===== src/rtl/lsu_pkg.sv =====
// Shared definitions for the load/store adapter: RISC-V funct3 size codes
// and the adapter FSM state encoding.
package lsu_pkg;

  // funct3 size/sign codes for loads and stores
  localparam logic [2:0] F3_B  = 3'b000;
  localparam logic [2:0] F3_H  = 3'b001;
  localparam logic [2:0] F3_W  = 3'b010;
  localparam logic [2:0] F3_BU = 3'b100;
  localparam logic [2:0] F3_HU = 3'b101;

  // FSM state encoding
  localparam logic [2:0] ST_IDLE   = 3'd0;
  localparam logic [2:0] ST_LOAD   = 3'd1;
  localparam logic [2:0] ST_RMW_RD = 3'd2;
  localparam logic [2:0] ST_WR     = 3'd3;
  localparam logic [2:0] ST_RESP   = 3'd4;

  typedef enum logic [2:0] {
    IDLE   = ST_IDLE,
    LOAD   = ST_LOAD,
    RMW_RD = ST_RMW_RD,
    WR     = ST_WR,
    RESP   = ST_RESP
  } state_t;

endpackage


===== src/rtl/lsu_byte_lane.sv =====
// Combinational byte-lane logic for the load/store adapter.
// Ports:
//   we          1 = store, 0 = load (selects the illegal-funct3 set)
//   funct3      RISC-V size/sign code
//   a           byte offset within the word (addr[1:0])
//   word        memory word (read data)
//   wdata       store data, LSB-aligned
//   load_ext    addressed lane(s), sign- or zero-extended
//   store_merge word with the store lane(s) replaced by wdata
//   misaligned  half on odd byte, or word not on a word boundary
//   illegal     funct3 not a legal load/store code
module lsu_byte_lane
  import lsu_pkg::*;
(
  input  logic        we,
  input  logic [2:0]  funct3,
  input  logic [1:0]  a,
  input  logic [31:0] word,
  input  logic [31:0] wdata,
  output logic [31:0] load_ext,
  output logic [31:0] store_merge,
  output logic        misaligned,
  output logic        illegal
);

  logic [7:0]  byte_sel;
  logic [15:0] half_sel;

  always_comb begin
    byte_sel = word[7:0];
    case (a)
      2'd0:    byte_sel = word[7:0];
      2'd1:    byte_sel = word[15:8];
      2'd2:    byte_sel = word[23:16];
      default: byte_sel = word[31:24];
    endcase
    half_sel = a[1] ? word[31:16] : word[15:0];
  end

  always_comb begin
    load_ext = '0;
    case (funct3)
      F3_B:    load_ext = {{24{byte_sel[7]}}, byte_sel};
      F3_BU:   load_ext = {24'd0, byte_sel};
      F3_H:    load_ext = {{16{half_sel[15]}}, half_sel};
      F3_HU:   load_ext = {16'd0, half_sel};
      F3_W:    load_ext = word;
      default: load_ext = '0;
    endcase
  end

  always_comb begin
    store_merge = word;
    case (funct3)
      F3_B: begin
        case (a)
          2'd0:    store_merge = {word[31:8], wdata[7:0]};
          2'd1:    store_merge = {word[31:16], wdata[7:0], word[7:0]};
          2'd2:    store_merge = {word[31:24], wdata[7:0], word[15:0]};
          default: store_merge = {wdata[7:0], word[23:0]};
        endcase
      end
      F3_H:    store_merge = a[1] ? {wdata[15:0], word[15:0]} : {word[31:16], wdata[15:0]};
      F3_W:    store_merge = wdata;
      default: store_merge = word;
    endcase
  end

  always_comb begin
    // stores only have B/H/W; loads additionally have BU/HU
    if (we) illegal = (funct3 > F3_W);
    else    illegal = (funct3 == 3'b011) || (funct3 == 3'b110) || (funct3 == 3'b111);
    misaligned = 1'b0;
    case (funct3[1:0])
      2'b01:   misaligned = a[0];
      2'b10:   misaligned = (a != 2'b00);
      default: misaligned = 1'b0;
    endcase
  end

endmodule


===== src/rtl/lsu_mem_adapter.sv =====
// Load/store adapter between the core and a word-wide, byte-addressed data
// memory. Sub-word stores are done as read-modify-write.
// Ports:
//   clk, rst                 clock, synchronous active-high reset
//   req_valid/req_ready      core request handshake
//   req_we, req_funct3       store flag and RISC-V size/sign code
//   req_addr, req_wdata      byte address, LSB-aligned store data
//   rsp_valid                one-cycle response pulse
//   rsp_data, rsp_err        load result, error flag
//   mem_r_enb, mem_w_enb     memory read / write enables
//   mem_addr, mem_w_data     word address, full write word
//   mem_r_data               combinational memory read data
//
// state  | meaning
// IDLE   | ready for a request
// LOAD   | reading memory, registering the extracted load value
// RMW_RD | reading old word, registering the merged store word
// WR     | writing the full word
// RESP   | one-cycle response pulse
module lsu_mem_adapter
  import lsu_pkg::*;
#(
  parameter bit MISALIGN_ERR = 1'b1
) (
  input  logic        clk,
  input  logic        rst,
  input  logic        req_valid,
  output logic        req_ready,
  input  logic        req_we,
  input  logic [2:0]  req_funct3,
  input  logic [31:0] req_addr,
  input  logic [31:0] req_wdata,
  output logic        rsp_valid,
  output logic [31:0] rsp_data,
  output logic        rsp_err,
  output logic        mem_r_enb,
  output logic        mem_w_enb,
  output logic [31:0] mem_addr,
  output logic [31:0] mem_w_data,
  input  logic [31:0] mem_r_data
);

  state_t      state, state_nxt;
  logic        r_we;
  logic [2:0]  r_f3;
  logic [31:0] r_addr;
  logic [31:0] r_word;

  logic        lane_we;
  logic [2:0]  lane_f3;
  logic [1:0]  lane_a;
  logic [31:0] load_ext, store_merge;
  logic        misaligned, illegal, req_err;
  logic [1:0]  a_acc;

  // In IDLE the lane decoder classifies the incoming request; afterwards it
  // works on the registered request, so mem_* never depend on req_*.
  assign lane_we = (state == IDLE) ? req_we : r_we;
  assign lane_f3 = (state == IDLE) ? req_funct3 : r_f3;
  assign lane_a  = (state == IDLE) ? req_addr[1:0] : r_addr[1:0];

  lsu_byte_lane u_lane (
    .we          (lane_we),
    .funct3      (lane_f3),
    .a           (lane_a),
    .word        (mem_r_data),
    .wdata       (r_word),
    .load_ext    (load_ext),
    .store_merge (store_merge),
    .misaligned  (misaligned),
    .illegal     (illegal)
  );

  assign req_err = illegal | (MISALIGN_ERR & misaligned);

  // With error reporting disabled, misaligned offsets snap to natural alignment.
  always_comb begin
    a_acc = req_addr[1:0];
    if (!MISALIGN_ERR) begin
      case (req_funct3[1:0])
        2'b01:   a_acc = {req_addr[1], 1'b0};
        2'b10:   a_acc = 2'b00;
        default: a_acc = req_addr[1:0];
      endcase
    end
  end

  always_comb begin
    state_nxt = state;
    case (state)
      IDLE: begin
        if (req_valid) begin
          if (req_err)                  state_nxt = RESP;
          else if (!req_we)             state_nxt = LOAD;
          else if (req_funct3 == F3_W)  state_nxt = WR;
          else                          state_nxt = RMW_RD;
        end
      end
      LOAD:    state_nxt = RESP;
      RMW_RD:  state_nxt = WR;
      WR:      state_nxt = RESP;
      RESP:    state_nxt = IDLE;
      default: state_nxt = IDLE;
    endcase
  end

  always_ff @(posedge clk) begin
    if (rst) begin
      state    <= IDLE;
      r_we     <= 1'b0;
      r_f3     <= '0;
      r_addr   <= '0;
      r_word   <= '0;
      rsp_data <= '0;
      rsp_err  <= 1'b0;
    end else begin
      state <= state_nxt;
      case (state)
        IDLE: begin
          if (req_valid) begin
            r_we     <= req_we;
            r_f3     <= req_funct3;
            r_addr   <= {req_addr[31:2], a_acc};
            r_word   <= req_wdata;
            rsp_data <= '0;
            rsp_err  <= req_err;
          end
        end
        LOAD:   rsp_data <= load_ext;
        RMW_RD: r_word   <= store_merge;
        RESP: begin
          rsp_data <= '0;
          rsp_err  <= 1'b0;
        end
        default: ;
      endcase
    end
  end

  assign req_ready  = (state == IDLE) & ~rst;
  assign rsp_valid  = (state == RESP) & ~rst;
  assign mem_r_enb  = (state == LOAD) | (state == RMW_RD);
  assign mem_w_enb  = (state == WR) & ~rst;
  assign mem_addr   = {r_addr[31:2], 2'b00};
  assign mem_w_data = (state == WR) ? r_word : '0;

endmodule


===== config.mk =====
export PLATFORM = sky130hd
export DESIGN_NAME = lsu_mem_adapter
export DESIGN_NICKNAME = d
export VERILOG_FILES = /design/src/rtl/lsu_pkg.sv /design/src/rtl/lsu_byte_lane.sv /design/src/rtl/lsu_mem_adapter.sv
export SDC_FILE = /design/constraint.sdc
export NUM_CORES = 1
export LEC_CHECK = 0
export CORE_ASPECT_RATIO = 0.6
export CORE_MARGIN = 2
export CORE_UTILIZATION = 46
export DETAILED_ROUTE_END_ITERATION = 6
export PLACE_DENSITY_LB_ADDON = 0.15
export SYNTH_ARGS = -nofsm -noshare
export SYNTH_HDL_FRONTEND = slang
export SYNTH_SLANG_ARGS = --single-unit

===== constraint.sdc =====
create_clock -name clk -period 3.3 [get_ports clk]
set_clock_uncertainty 0.15 [all_clocks]
set_input_delay 0.33 -clock clk [delete_from_list [all_inputs] [get_ports clk]]
set_output_delay 0.33 -clock clk [all_outputs]
set_load 0.03 [all_outputs]

# After elaboration in Yosys (flattened, before gate mapping)
# Cells that the tools add are included.
[word_totals]
inputBits = 103
out_inout_bits = 101
elab_cells = 75
regBits = 104
[op_classes]
bitwise = 6
reduce_logical = 16
n_lt_le_gt_ge = 1
n_mux = 23
eq_ne = 20
[ops]
columns = ["operator", "n"]
rows = [
  ["one-hot mux 32 bit (3 select lines)", 3],
  ["one-hot mux 32 bit (5 select lines)", 1],
  ["two-way mux 32 bit", 4],
  ["one-hot mux 32 bit (2 select lines)", 1],
  ["one-hot mux 8 bit (3 select lines)", 1],
  ["two-way mux 16 bit", 1],
  ["== test 3 x 2 -> 1 bit, second input constant", 5],
  ["== test 3 bit, second input constant", 5],
  ["two-way mux 3 bit", 3],
  ["one-hot mux 3 bit (3 select lines)", 1],
  ["== test 3 x 1 -> 1 bit, second input constant", 2],
  ["logical NOT 3 bit", 2],
  ["AND reduction 2 bit", 3],
  ["nonzero test 2 bit", 3],
  ["AND reduction 5 bit", 1],
  ["== test 2 x 1 -> 1 bit, second input constant", 2],
  ["== test 2 bit, second input constant", 2],
  ["two-way mux 1 bit", 4],
  ["two-way mux 2 bit", 2],
  ["!= test 2 bit, second input constant", 2],
  ["one-hot mux 1 bit (2 select lines)", 2],
  ["AND reduction 4 bit", 1],
  ["bitwise AND 1 bit", 3],
  ["> comparator 3 x 2 -> 1 bit, second input constant", 1],
  ["other kinds (9)", 11],
]

# Depth between registers and ports, before layout
[logic_depth]
ltp_word = 10
mapped_depth = 14
depth_no_buf = 10

# By module
# Synthesis repeated with hierarchy kept, for this count alone.
[hier_totals]
hier_cells = 727
hier_area_um2 = 6094.6
[by_module_without_submodules]
columns = ["mod", "seq_area_each_um2", "area_each_um2", "cells_per_inst", "instances"]
rows = [
  ["lsu_mem_adapter", 2082.0, 4300.4, 483, 1],
  ["lsu_byte_lane", 0.0, 1794.2, 244, 1],
]

# Worst setup path after synthesis
# No wires, ideal clock.
[synth_timing]
path_kind = "register to register"
startpoint = "register state[2]"
endpoint = "register r_word[11]"
t_required_ns = 3.035
setup_time_ns = 0.115
path_buffers = 3
slack_ns = 0.418
stages_incl_launch_ff = 10
t_arrival_ns = 2.617
period_less_slack_ns = 2.882
path_cell_list = "dfxtp_1 buf_6 buf_2 nor3_4 mux2i_1 ha_1 clkbuf_1 a21boi_1 a221oi_1 a2111oi_0"
[synth_between]
elab_chain_len = 6
word_cells_on_any_way = 18
cone_classes = "eq/ne: 8; mux: 5; reduce/logical: 5"
[synth_lines]
columns = ["element", "line", "text"]
rows = [
  ["start, declared", "lsu_mem_adapter.sv:43", "state_t state, state_nxt;"],
  ["start signal, assigned", "lsu_mem_adapter.sv:117", "state <= state_nxt;"],
  ["logical NOT 3 bit", "lsu_mem_adapter.sv:59, lsu_mem_adapter.sv:60, lsu_mem_adapter.sv:118", ""],
  ["two-way mux 2 bit", "lsu_mem_adapter.sv:60", "assign lane_a = (state == IDLE) ? req_addr[1:0] : r_addr[1:0];"],
  ["== test 2 bit, or another cell as far along", "lsu_byte_lane.sv:56", "case (a)"],
  ["one-hot mux 32 bit (3 select lines)", "lsu_byte_lane.sv:56", ""],
  ["one-hot mux 32 bit (3 select lines)", "lsu_byte_lane.sv:54", "case (funct3)"],
  ["one-hot mux 32 bit (2 select lines)", "lsu_mem_adapter.sv:118", "case (state)"],
  ["end signal, assigned", "lsu_mem_adapter.sv:124", "r_word <= req_wdata;"],
  ["end signal, assigned", "lsu_mem_adapter.sv:130", "RMW_RD: r_word <= store_merge;"],
  ["end, declared", "lsu_mem_adapter.sv:47", "logic [31:0] r_word;"],
]
# Several ways; a longest one is shown, not always the timed one. The select of a mux whose other input is x is not followed.
# A chain may end at the register's enable or synchronous reset.

# Final worst setup path
[layout_timing]
startpoint = "register state[2]"
endpoint = "register r_word[9]"
# The elaborated chain is that of the path after synthesis.

==> results list <==
- For this run, the register share of the synthesized area comes to 36.3%.
- Sequential share of power: between 30% and 40%
* Number of search-and-repair iterations in the first detailed-routing pass: 6
- Die Outline Area: 13,400 um^2
* Global-route wire length before repair: 32,800 um
* Leading cell types by total area after synthesis: sky130_fd_sc_hd__dfxtp_1 (36%), sky130_fd_sc_hd__nand2_1 (8.3%), sky130_fd_sc_hd__a21oi_1 (5.1%), sky130_fd_sc_hd__buf_4 (4.4%), sky130_fd_sc_hd__and2_1 (4.1%)
- After global routing the overflow that remains totals 0.
- Clock transition at the registers of the reported paths: approximately 0.070 ns
- For the pin with the worst max-slew slack, the measured transition is 0.789 ns.
- The internal power of the cells totals 0.00335 W.
- STA classifies the critical path endpoint as a flop.
* Die height: between 90 and 100 um
- Fraction of power consumed by the clock network: 16.9%
- Growth of design area from synthesis to finish: 38.4%
- Counting flops with an async set or reset pin after synthesis yields a share of 0%.
- After the first detailed-routing iteration, the DRC count stood at 762.
- In this run the static leakage power is roughly 3 nW.
- Of all nets on the critical path, the largest fanout is 21.
* Fin cells: just over 1k
- The synthesized design contains between 100 and 150 register bits.
- Net switching is 45.9% of the power.
- Combinational fraction of design power: 53.0%
- Port buffering added 201 buffers.
* Placement Rows: 31
- Total design power: around 0.0062 W
- Netlist area before placement: between 5000 and 6000 um^2
* Final sum of negative setup slack: 0 ns
* Final instance area: ~8000 um^2
* CTS Root Cell: sky130_fd_sc_hd__clkbuf_16
- In the finished design, the share of the clock period the worst path needs comes to 92.2%.
- Highest ir drop seen on vdd: 448 uV
- Max-cap violations in this run came to 0.
* CP Launch Point: state[2]
* CTS HTree Levels: 3
- Counting the fill cells in the layout gives 1,009.
* Via count normalized by instance count: 6.01
- For this run, the total global-route usage over all layers was measured as a little under a third.
- Setup violations remaining at the end of the flow were counted as 0.
- Counting instances, the worst hold path has a depth of 2.
- Setup ws final: 0.256 ns
* Run status: finished clean
- Post-synth top area share: 36.3%
- Deepest clock path buffer count: 2
- Kind of critical path: flop to flop
- Number of pins with negative max-slew slack in the final report: 0
* Most instantiated flip-flop cell in the synthesis netlist: sky130_fd_sc_hd__dfxtp_1
- The net count of the finished layout is 973.
- Total via count in the routed design: 6,226
- At the later pin of the worst-skew pair, clock insertion delay measures roughly 0.36 ns.
- Number of warnings reported in the yosys synthesis log: 0
* Total clock buffers created by CTS: 9
- Worst slack at placement: 0.205 ns
* Number of nets with antenna violations after detailed routing: 0
- Area of the placeable core: 12,100 um^2
- Number of placed cells counting well taps: just over 1k
- STA puts the critical path data required time at between 3 and 4 ns.
- Antenna violations before repair: 0
- For this run, design rule violations remaining after detail routing come to 0.
- TritonCTS built the clock tree.
- The biggest area contributor in the post-synthesis netlist is sky130_fd_sc_hd__dfxtp_1.
- Hpwl dp: 15,700 um
- IO Count: 204
* Maximum number of pins on one net before global-route repair: 65
* Reg2Reg Launch Point: state[2]
* Average cell area after synthesis: approximately 8.0 um^2
- The worst setup path is launched from a flop.
* Setup repair after global routing missed its margin: false
* Max-slew headroom at the worst pin: a little under half
- The via count of the first global-routing pass is 5,836.
- Cell area after placement: 7650 um^2
- Dividing total power by cell area gives a power density of 780 nW/um^2.
* Sinks on Clock Net: about 100
- Counting flops with a built-in enable in the synthesized netlist gives 0.
* Share of final-layout standard cells stronger than drive strength 1: 8.96%
* Wire per inst: 20.6 um
- The analysis attributes to net switching a power of 0.00285 W.
* Starting density of the core: 47.5%
- Final critical-path required period: 3.04 ns
* Ant diodes: 0
* Min-Delay Path Class: flop to flop
- Hold Fails Final Rpt: 0
- Detailed-route wire length: roughly 21,000 um
- The worst hold path begins at r_word[29].
- Reg2reg path depth: 9
- Peak clock frequency supported by timing: 329 MHz
* Count of mapped cells out of synthesis: 714
* Die width: 148 um
* Unique masters post-synth: 76
* Routability congestion estimate: 0.955
- Data on the critical path arrives at its endpoint at 3.10 ns.
layer usage:
layer / vias up / global-route usage (%) / wire [um]
met5: - / 0 / 0
met4: 0 / 7.30 / 265
met3: 30 / 7.93 / 2490
met2: 388 / 43.6 / 8670
met1: 2957 / 48.1 / 9950
li1: 2851 / - / -
kinds of logic (layout without fill, tap and decap cells):
family	count (synthesis)	in the layout	share of synthesized area (%)
adder cells (fa/ha/maj)	4	4	0.871
buffers and inverters	98	254	9.24
AO/OA/AOI/OAI	211	211	26.4
XOR/XNOR	1	1	0.153
multiplexers	15	15	2.85
flip-flops	104	104	36.3
AND/OR/NAND/NOR	280	280	24.2
other	1	2	0.0653
flip-flops by register name (all words and copies together) (netlist names):
name	count
r_addr	32
state	3
r_f3	3
r_we	1
r_word	32
rsp_data	32
rsp_err	1
area by class of cell:
type / instances / area (um^2) / area share [%]
clock buffer: 10 / 229 / 2.88
clock inverter: 6 / 50.0 / 0.630
inverter: 13 / 48.8 / 0.614
multi-input combinational: 513 / 3150 / 39.6
sequential: 104 / 2080 / 26.2
tap: 165 / 206 / 2.60
timing repair buffer: 225 / 2190 / 27.5
cells in the final DEF, fill, tap and decap left out, drive strengths merged, types with 7 or more instances in the layout:
master	count
clkdlybuf4s50	200
nand2	127
dfxtp	104
a21oi	60
nor2	43
and2	40
o21ai	26
a221oi	25
buf	25
a22oi	23
nand3	23
inv	16
o211ai	13
mux2	11
clkbuf	10
nand2b	9
a222oi	9
nor3	9
o2bb2ai	7
a2111oi	7
worst max-delay path, stage by stage, from the launching register on:
cell                        delay (ns)
sky130_fd_sc_hd__dfxtp_1          0.45
sky130_fd_sc_hd__or3_1            0.47
sky130_fd_sc_hd__nand2_1          0.09
sky130_fd_sc_hd__nand2_1          0.10
sky130_fd_sc_hd__ha_1             0.33
sky130_fd_sc_hd__a311oi_2         0.32
sky130_fd_sc_hd__buf_4            0.30
sky130_fd_sc_hd__nand3_1          0.25
sky130_fd_sc_hd__a221oi_1         0.33
sky130_fd_sc_hd__a2111oi_0        0.11
stage by stage:
stage	hold slack, ns	util (%)
floorplan	0.267	-
global placement	0.276	63.2
detailed placement	0.286	63.2
CTS	0.296	65.5
global route	0.326	65.7
finish	0.295	65.7
synth_stat cells (3+ instances only):
cell,n
sky130_fd_sc_hd__nand2_1,127
sky130_fd_sc_hd__dfxtp_1,104
sky130_fd_sc_hd__a21oi_1,59
sky130_fd_sc_hd__nor2_1,42
sky130_fd_sc_hd__and2_1,38
sky130_fd_sc_hd__buf_4,34
sky130_fd_sc_hd__clkbuf_1,34
sky130_fd_sc_hd__a221oi_1,25
sky130_fd_sc_hd__a22oi_1,23
sky130_fd_sc_hd__nand3_1,22
sky130_fd_sc_hd__o21ai_0,14
sky130_fd_sc_hd__inv_1,13
sky130_fd_sc_hd__o211ai_1,12
sky130_fd_sc_hd__mux2_2,11
sky130_fd_sc_hd__o21ai_1,11
sky130_fd_sc_hd__a222oi_1,9
sky130_fd_sc_hd__buf_2,9
sky130_fd_sc_hd__nand2b_1,9
sky130_fd_sc_hd__nor3_1,8
sky130_fd_sc_hd__o2bb2ai_1,7
sky130_fd_sc_hd__nor2b_1,6
sky130_fd_sc_hd__a31oi_1,5
sky130_fd_sc_hd__a2111oi_1,4
sky130_fd_sc_hd__buf_1,4
sky130_fd_sc_hd__ha_1,4
sky130_fd_sc_hd__mux2i_1,4
sky130_fd_sc_hd__o31ai_1,4
sky130_fd_sc_hd__or3_1,4
sky130_fd_sc_hd__a2111oi_0,3
sky130_fd_sc_hd__a211oi_1,3
sky130_fd_sc_hd__a21o_1,3
sky130_fd_sc_hd__buf_6,3
sky130_fd_sc_hd__or4b_4,3
power groups by stage:
stage	combinational [W]	sequential [W]	clock, W
floorplan	0.00225	0.00182	0
global placement	0.00307	0.00187	0
detailed placement	0.00315	0.00188	0
CTS	0.00317	0.00186	0.00106
global route	0.00353	0.00190	0.00110
finish	0.00329	0.00187	0.00105
path summary, 6_finish.rpt:
kind / end / slack, ns
setup / recovery: r_word[9] / 0.26
hold / removal: r_word[29] / 0.30
setup reg to reg: r_word[9] / 0.26
hold reg to reg: r_word[29] / 0.30
repair_timing:
item,CTS,global route
resized for setup,0,2
setup buffers,0,2
endpoints found under the setup margin,0,10
hold buffers,0,0
endpoints found under the hold margin,0,0
Power figures use the tool's default switching activity.
==> RTL edit 1, RTL diff (config.mk and constraints unchanged) <==
Put one more register stage on the output `rsp_err`, with the module's reset. The value now appears one clock later. The other outputs are not delayed to match.
--- a/src/rtl/lsu_mem_adapter.sv
+++ b/src/rtl/lsu_mem_adapter.sv
@@ -39,6 +39,8 @@
   output logic [31:0] mem_w_data,
   input  logic [31:0] mem_r_data
 );
+
+  logic rsp_err_s0;
 
   state_t      state, state_nxt;
   logic        r_we;
@@ -112,7 +114,7 @@
       r_addr   <= '0;
       r_word   <= '0;
       rsp_data <= '0;
-      rsp_err  <= 1'b0;
+      rsp_err_s0 <= 1'b0;
     end else begin
       state <= state_nxt;
       case (state)
@@ -123,14 +125,14 @@
             r_addr   <= {req_addr[31:2], a_acc};
             r_word   <= req_wdata;
             rsp_data <= '0;
-            rsp_err  <= req_err;
+            rsp_err_s0 <= req_err;
           end
         end
         LOAD:   rsp_data <= load_ext;
         RMW_RD: r_word   <= store_merge;
         RESP: begin
           rsp_data <= '0;
-          rsp_err  <= 1'b0;
+          rsp_err_s0 <= 1'b0;
         end
         default: ;
       endcase
@@ -144,5 +146,13 @@
   assign mem_addr   = {r_addr[31:2], 2'b00};
   assign mem_w_data = (state == WR) ? r_word : '0;
 
+  always_ff @(posedge clk) begin
+    if (rst) begin
+      rsp_err <= '0;
+    end else begin
+      rsp_err <= rsp_err_s0;
+    end
+  end
+
 endmodule
 
Function: changed (a bounded check fails within 4 cycles, from zero or initial values and one cycle with rst high).
==> RTL edit 1 against the original RTL <==
Sequential cell count up 1. Wire length grew 0.72%. First-iteration DRC count shrank 4.3%. Setup slack improved by 8.2 ps. Area after synthesis increased by 2.3%. The run now ends with DRC left. Utilization up 0.41 points. Global-route usage is 0.99 points lower. Critical path depth decreased by 2. Cell area grew 1.9%. Power up 1.3%.
==> RTL edit 1: results (changes against the original RTL) <==
- The type of element launching the critical path is a flop (unchanged).
- The global-route met3 utilization came to 11.3% (was 7.93%).
- The delay of the slowest critical-path stage was 550 ps (was 470 ps).
- The worst-path maximum fanout is 16 (was 21).
- The portion of the post-synthesis area used by sequential elements was 35.8% (was 36.3%).
- The ratio of cells with drive above 1 in the final layout was 7.49% (was 8.96%).
- Registers with the most flip-flops: r_addr: 32 flops, r_word: 32 flops, rsp_data: 32 flops (unchanged).
- The number of hold violations in the final report is 0 (unchanged).
- Largest cells by area after synthesis: dfxtp_1, nand2_1, a21oi_1 (unchanged).
- The via total after detailed routing is 6483 (was 6226).
- The first-pass iteration count of the detailed router is 7 (was 6).
- The violation count after the first detailed-routing iteration is 729 (was 762).
- The family with the most delay on the worst path is simple AND/OR/NAND/NOR gates (unchanged).
- The initial antenna violation count came to 0 (unchanged).
- Run status: finished, violations left (was completed).
- The pin count of the biggest net entering global routing is 56 (was 65).
- The placer congestion estimate came to 0.994 (was 0.955).
- Most common library cells after synthesis: nand2_1, dfxtp_1, a21oi_1 (unchanged).
- The power consumed by sequential cells is 1.93 mW (was 1.87 mW).
- The global-route wire length before repair came to 32700 microns (was 32800 microns).
- The arrival time of the worst setup path is 3140 ps (was 3100 ps).
- The wire length on met2 came to 8880 microns (was 8670 microns).
- The net total in the final layout is 1011 (was 973).
- The peak supply drop was 0.390 mV (was 0.448 mV).
- The headroom to the max-slew limit was 52.0% (was 47.4%).
- The source-to-sink clock delay at the later pin of the worst-skew pair is 340 ps (was 360 ps).
- The register-to-register path setup slack is 260 ps.
- The checks that failed: DRC.
- The leakage dissipation was 3.14 nW (was 2.98 nW).
- The clock input transition at the sequential cells of the worst setup and hold paths was 70 ps (about the same).
- The routed metal-1 wirelength was 9620 microns (was 9950 microns).
- The share of synthesized registers carrying an async set or reset is 0% (unchanged).
- The met1 demand-to-capacity share in global routing is 42.9% (was 48.1%).
- The count of flip-flops with a built-in enable after synthesis is 0 (unchanged).
- The DRC violations left is 1 (was 0).
- The highest metal layer used by the detailed router is met4 (unchanged).
- The number of input and output port buffers inserted is 201 (unchanged).
- The length of routed met3 wiring came to 2730 microns (was 2490 microns).
- The total routing usage reported by global routing is 30.4% (was 31.4%).
- The number of warning messages in the yosys log is 0 (unchanged).
- The distinct cell type count after synthesis is 66 (was 76).
- The cell-internal power is 3.41 mW (was 3.35 mW).
- The routed length per placed instance is 20.1 microns (was 20.6 microns).
- The critical-path cell with the highest stage delay is ha_1 (was or3_1).
- The post-DP HPWL is 16300 microns (was 15700 microns).
- The cell at the root of the clock tree was clkbuf_16 (unchanged).
- The instance area after placement is 0.00781 sq mm (was 0.00765 sq mm).
- The via count of the first global-routing pass was 6104 (was 5836).
- The maximum clock insertion buffer count is 2 (unchanged).
- The met2 track utilization from global routing is 43.9% (was 43.6%).
## RTL edit 1: cell count changes in the layout (fill, tap and decap cells not counted), sizes merged, moves of 10 or more
cell    before  now
inv         16    6
o21a         1   25
nand2      127  159
a211oi       3   17
nor3         9   26
and2        40    2
and3         1   42
a221oi      25    9
nand3       23   11
nor2        43   33
a221o        1   13
o211ai      13    1
## RTL edit 1: area by class of cell
cell class,instances,area (sq um)
tap,165,206
timing repair buffer,227,2200
sequential,105,2100
clock inverter,4,28.8
multi-input combinational,555,3290
clock buffer,11,253
fill,1066,4150
inverter,6,22.5
## RTL edit 1: worst paths after layout
path	cells after the start	to	startpoint
min	2	r_addr[16]	r_addr[16]
max	7	r_word[15]	state[0]
min reg2reg	2	r_addr[16]	r_addr[16]
max reg2reg	7	r_word[15]	state[0]
## RTL edit 1: kinds of logic after synthesis
logic type / after synthesis / synth area share, %
AND/OR/NAND/NOR: 302 / 24.0
AO/OA/AOI/OAI: 227 / 26.9
flip-flops: 105 / 35.8
buffers and inverters: 95 / 8.52
multiplexers: 19 / 3.79
adder cells (fa/ha/maj): 4 / 0.852
other: 1 / 0.0638
XOR/XNOR: 1 / 0.149
## RTL edit 1: what timing repair did
action,4_1_cts,5_1_grt
buffers inserted,0,0
setup endpoints to repair,0,8
gates resized for setup,0,2
## RTL edit 1: through the flow
step | hold WS (ps) | setup slack, ps | cells | util, % | power (mW)
global placement | 283 | 248 | 1058 | 63.7 | 5.06
CTS | 308 | 270 | 1073 | 66.0 | 6.19
global route | 319 | 40.7 | 1073 | 66.1 | 6.61
floorplan | 267 | 165 | 755 | - | 4.10
finish | 307 | 265 | 1073 | 66.1 | 6.28
detailed placement | 292 | 217 | 1058 | 63.7 | 5.16
==> RTL edit 2, RTL diff (same settings) <==
Made on the original files. The parameter `MISALIGN_ERR` goes from 1'b1 to 1'b0.
--- a/src/rtl/lsu_mem_adapter.sv
+++ b/src/rtl/lsu_mem_adapter.sv
@@ -20,7 +20,7 @@
 module lsu_mem_adapter
   import lsu_pkg::*;
 #(
-  parameter bit MISALIGN_ERR = 1'b1
+  parameter bit MISALIGN_ERR = 1'b0
 ) (
   input  logic        clk,
   input  logic        rst,
Behaviour: not the same (Yosys sat finds a counterexample within 4 cycles, from zero or initial values and one cycle with rst high).
==> RTL edit 2 against the original RTL <==
Largest cell class unchanged. The run now ends with DRC left. Sequential power decreased by 14%. Area after synthesis rose by 4.7%. Critical endpoint is now mem_w_data[23]. Power fell by 29%. Sequential cell count unchanged. Wire length down 6.1%. Cell area grew 2.5%. Setup slack better by 53 ps. Hold slack better by 12 ps.
==> RTL edit 2: results (changes against the original RTL) <==
- Run status: finished, violations left (was completed).
- The final reports fail on DRC.
- The depth of the worst register-to-register path is 5 (was 9).
- The share of power burned in registers is 36.2% (was 30.1%).
- The per-cell via count in the routed design is 6.00 (was 6.01).
- The post-DP HPWL is 14900 microns (was 15700 microns).
- The fraction of synthesized area in multiplexers is 6.81% (was 2.85%).
- The pin count of the biggest net entering global routing is 58 (was 65).
- The total routing usage reported by global routing is 28.0% (was 31.4%).
- The worst slack on hold paths is 307 ps (was 295 ps).
- The ratio of cells with drive above 1 in the final layout is 10.1% (was 8.96%).
- The global-route met3 utilization is 6.95% (was 7.93%).
- The instance area after placement was 0.00787 sq mm (was 0.00765 sq mm).
- The routed metal-1 wirelength came to 8820 microns (was 9950 microns).
- The placer congestion estimate came to 0.941 (was 0.955).
- The routed length per placed instance is 19.2 microns (was 20.6 microns).
- The leakage dissipation came to 2.90 nW (was 2.98 nW).
- The post-synthesis adder-cell area fraction is 0.416% (was 0.871%).
- The capture endpoint of the worst hold path is r_addr[21] (was r_word[29]).
- Largest cells by area after synthesis: dfxtp_1, nand2_1, buf_4 (was dfxtp_1, nand2_1, a21oi_1).
- The arrival time of the worst setup path came to 2510 ps (was 3100 ps).
- The start point of the worst min-delay path is r_addr[21] (was r_word[29]).
- The violation count after the first detailed-routing iteration is 730 (was 762).
- The length of routed met3 wiring is 2040 microns (was 2490 microns).
- The net total in the final layout was 974 (was 973).
- The wire length on met2 is 8890 microns (was 8670 microns).
- The portion of the post-synthesis area used by sequential elements came to 34.6% (was 36.3%).
- The headroom to the max-slew limit is 28.4% (was 47.4%).
- The maximum clock frequency is 0.334 GHz (was 0.329 GHz).
- The DRC violations left was 1 (was 0).
- The origin of the critical flop-to-flop path is r_f3[0] (was state[2]).
- The termination of the worst setup path is mem_w_data[23] (was r_word[9]).
- The worst flop-to-flop path endpoint is rsp_data[16] (was r_word[9]).
[RTL edit 2: changes by cell type after synthesis, sizes merged, moves of 8 or more]
| cell | change |
|---|---|
| inv | -8 |
| a22oi | -16 |
| mux2i | +11 |
| a21boi | +14 |
| a32o | +8 |
| nand2 | +20 |
| o211ai | -11 |
| or2 | +8 |
| nand3 | -15 |
| a21oi | -11 |
[RTL edit 2: layout make-up]
cell class,count,area (sq um),area share (%)
multi-input cells,533,3430,42.1
repair buffers,216,2120,26.0
flip-flops and latches,104,2080,25.5
clock buffers,9,225,2.76
well taps,170,213,2.61
clock inverters,7,61.3,0.752
inverters,5,18.8,0.230
[RTL edit 2: worst max-delay path, stage by stage (launching register included)]
cell             delay (ps)
dfxtp_1                 650
nand2_1                 160
nor2_1                  170
buf_4                   290
and2_1                  190
clkdlybuf4s50_1         680
